--- src/rtl/booth_cycle_sequencer.sv ---
// -----------------------------------------------------------------------------
// booth_cycle_sequencer
//
// Step sequencer for the Booth multiplier control path. It counts Booth
// iterations from 0 up to a programmable terminal value and tells the
// multiplier FSM when the last iteration has been issued. It uses a
// start/busy/done handshake and produces a registered terminal-compare flag.
//
// Parameters
//   Width      counter and terminal-value width in bits
//   TermReset  terminal register value after reset (14 = legacy 15 steps)
//
// Ports
//   clk          clock; all state updates on the rising edge
//   reset        synchronous, active-high reset; overrides every other input
//   start        begin a sequence (sampled only in IDLE)
//   load_term    write term_in into the terminal register (only in IDLE)
//   term_in      new terminal value
//   en           step enable while running
//   count        current step index
//   busy         high while the sequence is running
//   comp         count matched the terminal value on the previous RUN cycle
//   done         one-cycle completion pulse
//   auto_reload  wrap to 0 at the terminal instead of finishing
//                (port exists only when BCS_AUTO_RELOAD_EN is defined)
//
// Build option
//   BCS_AUTO_RELOAD_EN  adds the auto_reload port. Without it, the logic is
//                       the same as with auto_reload tied low.
// -----------------------------------------------------------------------------
module booth_cycle_sequencer #(
   parameter int          Width     = 5,
   parameter int unsigned TermReset = 14
) (
   input  logic             clk,
   input  logic             reset,
   input  logic             start,
   input  logic             load_term,
   input  logic [Width-1:0] term_in,
   input  logic             en,
   output logic [Width-1:0] count,
   output logic             busy,
   output logic             comp,
   output logic             done
`ifdef BCS_AUTO_RELOAD_EN
   ,
   input  logic             auto_reload
`endif
);

   localparam logic [Width-1:0] TermInit = Width'(TermReset);

   typedef enum logic [1:0] {
      S_IDLE = 2'd0,
      S_RUN  = 2'd1,
      S_DONE = 2'd2
   } state_t;

   state_t           state;
   state_t           state_next;
   logic [Width-1:0] term;
   logic [Width-1:0] count_next;
   logic             at_term;
   logic             hit;
   logic             reload;

`ifdef BCS_AUTO_RELOAD_EN
   assign reload = auto_reload;
`else
   assign reload = 1'b0;
`endif

   assign at_term = (count == term);
   // Enabled step taken while the count sits on the terminal value.
   assign hit     = (state == S_RUN) && en && at_term;

   // State register
   always_ff @(posedge clk) begin
      // NOTE: all clocked state uses non-blocking assignments. Then every
      // flop samples values from before the edge, whatever the process order.
      if (reset) begin
         state <= S_IDLE;
      end else begin
         state <= state_next;
      end
   end

   // Next-state logic
   always_comb begin
      // NOTE: the default first assignment covers every path through the
      // case. Without it, synthesis would infer a latch.
      state_next = state;
      case (state)
         S_IDLE:  if (start) state_next = S_RUN;
         S_RUN:   if (hit && !reload) state_next = S_DONE;
         S_DONE:  state_next = S_IDLE;
         default: state_next = S_IDLE;
      endcase
   end

   // Output logic
   always_comb begin
      busy = (state == S_RUN);
   end

   // Step counter: cleared outside RUN. While running it advances on en,
   // holds at the terminal value, or wraps to 0 when auto-reload is on.
   always_comb begin
      count_next = count;
      case (state)
         S_RUN: begin
            if (en) begin
               if (!at_term) begin
                  count_next = count + Width'(1);
               end else if (reload) begin
                  count_next = '0;
               end
            end
         end
         default: count_next = '0;
      endcase
   end

   // Datapath registers
   always_ff @(posedge clk) begin
      // NOTE: the terminal register is reset like a control flop, not left
      // as uninitialised storage. A reset mid-sequence must restore the
      // legacy step count.
      if (reset) begin
         count <= '0;
         term  <= TermInit;
         comp  <= 1'b0;
         done  <= 1'b0;
      end else begin
         count <= count_next;
         // Writing at the same edge that leaves IDLE makes a start paired
         // with load_term run with the new terminal value.
         if ((state == S_IDLE) && load_term) begin
            term <= term_in;
         end
         comp <= (state == S_RUN) && at_term;
         // A registered pulse works for both the DONE entry and an auto-reload
         // wrap, which stays in RUN.
         done <= hit;
      end
   end

endmodule
--- config.mk ---
export PLATFORM = sky130hd
export DESIGN_NAME = booth_cycle_sequencer
export DESIGN_NICKNAME = d
export VERILOG_FILES = /design/src/rtl/booth_cycle_sequencer.sv
export SDC_FILE = /design/constraint.sdc
export NUM_CORES = 1
export LEC_CHECK = 0
export CORE_MARGIN = 5
export CORE_UTILIZATION = 44
export DETAILED_ROUTE_END_ITERATION = 6
export PLACE_DENSITY = 0.85
export SETUP_SLACK_MARGIN = 0.1
export SLEW_MARGIN = 20
export SYNTH_ARGS = -nofsm -noshare
export SYNTH_HDL_FRONTEND = slang
export SYNTH_SLANG_ARGS = --single-unit
export TNS_END_PERCENT = 5
--- constraint.sdc ---
create_clock -name clk -period 1.3 [get_ports clk]
set_input_delay 0.26 -clock clk [delete_from_list [all_inputs] [get_ports clk]]
set_output_delay 0.26 -clock clk [all_outputs]
set_load 0.01 [all_outputs]
; Word level (Yosys, flattened, before mapping)
; Index checks and enable logic that the tools add are counted.
; Widths: inputs -> output; s select.
[word_totals]
reg_bits = 14
in_bits = 10
out_inout_bits = 8
word_cells = 23
[classes]
addsub = 1
eq_ne = 4
muxes = 3
bitwise = 2
n_reduce_logical = 8
[op_table]
columns = operator, n
row1 = $add 5x1->5 const B, 1
row2 = $eq 5x5->1, 1
row3 = $logic_and 1x1->1, 4
row4 = $mux 2, 2
row5 = $pmux 2 s2, 1
row6 = $reduce_and 2->1, 2
row7 = $eq 2x1->1 const B, 1
row8 = $logic_not 2->1, 1
row9 = $ne 2x1->1 const B, 1
row10 = $ne 2x2->1 const B, 1
row11 = $not 1->1, 2
row12 = $reduce_or 2->1, 1

; Logic depth before layout (Yosys ltp)
[depth]
word_depth = 5
depth_mapped = 5
depth_no_buf = 4

; Least setup slack after synthesis
; Ideal clock, no wire load.
[synth_path]
path_type = reg2reg
start = register count[0]
end = register count[0]
setup_time_ns = 0.126
arrival_ns = 1.073
required_time_ns = 1.174
path_slack_ns = 0.101
stages_incl_launch_ff = 5
path_buffers = 0
period_less_slack_ns = 1.199
cell_sequence = dfxtp_1 xor2_1 nor3_2 a21boi_1 mux2i_1
[synth_via]
elab_chain_cells = 3
elab_cells_between_ends = 4
classes_between = add/sub: 1 / eq/ne: 1 / bitwise: 1 / reduce/logical: 1
[synth_rtl]
columns = item, line
row1 = "start, declared", 41  ; output logic [Width-1:0] count,
row2 = "start signal, assigned", 135  ; count <= count_next;
row3 = branches (longest 3 deep; another with $add 5x1->5), -
; Parallel ways; which one is timed is not known.
; A chain may end at the register's enable or synchronous reset.

; Worst setup path in the final report
[layout_path]
start = register term[0]
end = register count[4]
[layout_via]
elab_chain_cells = 3
[layout_rtl]
columns = item, line
row1 = "start, declared", 61  ; logic [Width-1:0] term;
row2 = "start signal, assigned", 131  ; term <= TermInit;
row3 = "start signal, assigned", 139  ; term <= term_in;
row4 = $eq 5x5->1, 73  ; assign at_term = (count == term);
row5 = $not 1->1 (no line), -
row6 = $reduce_and 2->1 (no line), -
; Every way passes these cells.

==> results.md <==
Route:
- The count of nets left with antenna violations once routing finished came out at 0.
- The total via count in the routed design is 548.
- The wire length reported by the detailed router is 1.31 mm.
- The post-detailed-route via-to-cell ratio is 4.98.
- The pre-antenna-repair detailed-routing pass consisted of 4 iterations.
- The number of DRC violations after detailed-routing iteration 0 is 4.
- For this run, design rule violations remaining after detail routing come to 0.
- The average wire per cell in the routed design is 11.9 µm.

Pwr:
- In this run the power spent charging and discharging nets is 0.204 mW.
- Net switching is 22.6% of the power.
- VDD sags by at most 0.691 mV.
- The power share of the sequential group is 50.1%.
- The leakage power is 0.416 nW.
- Cell internal power was estimated by the tool at 0.698 mW.
- The clock share of power is 34.0%.
- Of the total power, combinational logic draws 15.9%.
- For this design the ratio of total power to cell area is 924 nW/µm².
- Total power for the finished layout comes to 0.902 mW.

Worst setup path:
- The maximum fanout along the worst path is 6.
- The worst register-to-register path begins at term[0].
- The worst flop-to-flop path endpoint is count[4].
- The endpoint class of the critical path is a flip-flop.
- The worst register-to-register path has a depth of 4.
- The critical path is of the reg -> reg type.
- The critical path data arrival time is 1.45 ns.
- Across all register-to-register paths, the minimum setup slack is 0.05 ns.
- The startpoint type of the worst setup path is a flip-flop.
- The required time at the endpoint of the critical path is 1.49 ns.

GRT:
- The total global routing track utilization is 14.2%.
- The initial antenna violation count is 0.
- The largest net degree at the start of global routing is 11.
- After global routing the overflow that remains totals 0.
- The first global-routing pass estimated 2.23 mm of wire.
- The number of global-route vias before repair is 528.

Die:
- The number of rows created at floorplan is 13.
- The effective utilization at floorplan is 47.6%.
- In this run the standard cell core region covers 1330 µm².
- The floorplan step defined a die boundary enclosing 2300 µm².
- During I/O placement, the number of pins put on the boundary was 18.
- The chip width is 48.0 µm.
- The die boundary height is 48.0 µm.

Yosys:
- The synthesized design contains 14 register bits.
- The mapped netlist covers 634 µm².
- In this run the biggest area consumer among cell types represents 44.2% of the synthesized area.
- The number of unique standard cell types used by synthesis is 19.
- The synthesized netlist cell count is 65.
- A synthesized cell averages 9.76 µm².
- Yosys printed 0 warnings.
- The number of nets handed over by synthesis was 76.
- The cell taking the most area after synthesis is sky130_fd_sc_hd__dfxtp_1.
- Yosys attributes the largest share of cell area to sky130_fd_sc_hd__dfxtp_1, sky130_fd_sc_hd__mux2i_1, sky130_fd_sc_hd__xor2_1.
- The part of the Yosys area used for sequential elements is 44.2%.

Cells and area:
- The cell area after layout is 976 µm².
- The fraction of final layout cells with drive strength greater than 1 is 31.6%.
- The area growth from synthesis to layout is 53.8%.
- The count of nets after finishing is 107.
- The library cell used most frequently in the layout, excluding fill and tap cells, is sky130_fd_sc_hd__clkdlybuf4s50_1.
- Leaving out filler cells and counting taps, the final layout contains 110.
- In the layout the commonest cells are sky130_fd_sc_hd__clkdlybuf4s50_1, sky130_fd_sc_hd__mux2i_1, sky130_fd_sc_hd__nand2_1, sky130_fd_sc_hd__buf_4.
- 0 antenna diodes ended up in the layout.

Placement:
- During placement, the flow inserted port buffers numbering 17.
- The area of placed instances is 880 µm².
- The detailed placer's ending HPWL is 1.01 mm.
- The final estimated routing congestion in global placement is 0.727.
- The cell count after placement is 104.

Clock tree:
- Clock-pin slew was measured on the worst setup and hold paths at 0.08 ns.
- TritonCTS created 3 clock buffers.
- The number of buffers on the longest clock path is 2.
- The root buffer cell is sky130_fd_sc_hd__clkbuf_4.
- In this run the number of H-tree levels came out at 1.
- The TritonCTS clock tree is done.
- The source-to-sink clock delay at the later pin of the worst-skew pair is 0.28 ns.
- The clock net in this run drives a total of 14 sinks.
- Hold repair after CTS inserted 0 buffers.

Job:
- The tool flagged a number of max-cap violations equal to 0.

Timing:
- Dividing the final minimum period by the clock period gives 96.4%.
- Setup violations remaining at the end of the flow were counted as 0.
- The setup skew after layout is 0.00432 ns.
- Hold timing on the final database bottoms out at a slack of 0.498 ns.
- The remaining max-slew budget at the tightest pin is 83.3%.
- The timing-limited maximum frequency is 0.798 GHz.
- The shortest clock period the worst path allows after layout is 1.25 ns.
- The count of final max-slew check failures is 0.
- In the final timing run, aggregate negative setup slack is 0 ns.
- Setup repair after global routing could not meet its margin everywhere.
- The worst-margin pin slew is 0.250 ns.
- The number of hold violations in the final report is 0.

Hold path:
- The critical hold path startpoint is count[3].
- The worst hold path passes through 2 cells.
- The endpoint of the worst hold-timing path is count[3].
- The min-delay analysis places its worst path in the category reg -> reg.

Run status:
- The flow ran to the end, and the final reports show no timing, DRC or antenna violations.
-- power groups by stage --
stage | logic, mW | registers [mW] | clock network (mW)
floorplan | 0.0578 | 0.465 | 0
global placement | 0.124 | 0.464 | 0
detailed placement | 0.128 | 0.464 | 0
CTS | 0.131 | 0.453 | 0.317
global route | 0.158 | 0.455 | 0.336
finish | 0.143 | 0.452 | 0.307
-- layout make-up --
cell class	instances	area, µm²
Tap cell	15	18.8
Timing Repair Buffer	27	248
Clock buffer	4	36.3
Sequential cell	14	295
Multi-Input combinational cell	50	378
Fill cell	107	358
-- routing by layer --
metal  global-route usage (%)  wire [µm]  vias up
li1                         -          -      288
met1                     17.2        584      244
met2                     21.9        629       14
met3                     3.38         87        2
met4                     9.68         12        0
met5                        0          0        -
-- stage by stage --
stage,worst slack [ns],util (%)
global placement,-0.199,65.9
finish,0.0468,73.2
floorplan,0.101,-
CTS,0.00381,69.4
global route,-0.0486,73.2
detailed placement,-0.241,65.9
-- Yosys cell counts (all sizes together) --
master and count:
a31oi 1, nand4 2, nor3b 1, and3 1, and2 4, nor3 1, nor2b 4, clkbuf 1
a21boi 1, a211o 3, nand2b 4, dfxtp 14, nor2 4, nand2 7, xor2 5, o21ai 1
mux2i 7, ha 1, a21oi 3
-- logic make-up (layout without fill, tap and decap cells) --
logic type               Yosys count  after routing  synth area share [%]
AO/OA/AOI/OAI                      9              9                  9.47
XOR/XNOR                           5              5                  6.90
adder cells (fa/ha/maj)            1              1                  1.97
buffers and inverters              1             31                 0.591
flip-flops                        14             14                  44.2
multiplexers                       7              7                  11.0
AND/OR/NAND/NOR                   28             28                  25.8
-- critical path: stages, from the launching register on --
cell and delay [ns]:
sky130_fd_sc_hd__dfxtp_1 0.36, sky130_fd_sc_hd__xor2_1 0.25, sky130_fd_sc_hd__nor3_4 0.09, sky130_fd_sc_hd__a21oi_1 0.23, sky130_fd_sc_hd__mux2i_1 0.24
-- state kept, by name, summed over array words and instances, names as in the netlist --
register / flops
comp: 1
state: 2
done: 1
count: 5
term: 5
-- how the worst max path moves through the flow --
stage	from	end	slack [ns]	cells past startpoint
after floorplan	count[0]	count[0]	0.10	4
after global placement	load_term	term[0]	-0.20	5
after detailed placement	load_term	term[4]	-0.24	5
after CTS	count[1]	state[1]	0.004	4
after global routing	count[0]	count[4]	-0.05	4
final	term[0]	count[4]	0.05	4
-- repair_timing --
action | 4_1_cts | 5_1_grt
pin swaps | 8 | 10
setup buffers | 0 | 2
gates resized for setup | 23 | 11
setup endpoints to repair | 19 | 18
No activity file was read; power rests on OpenSTA's default activity.
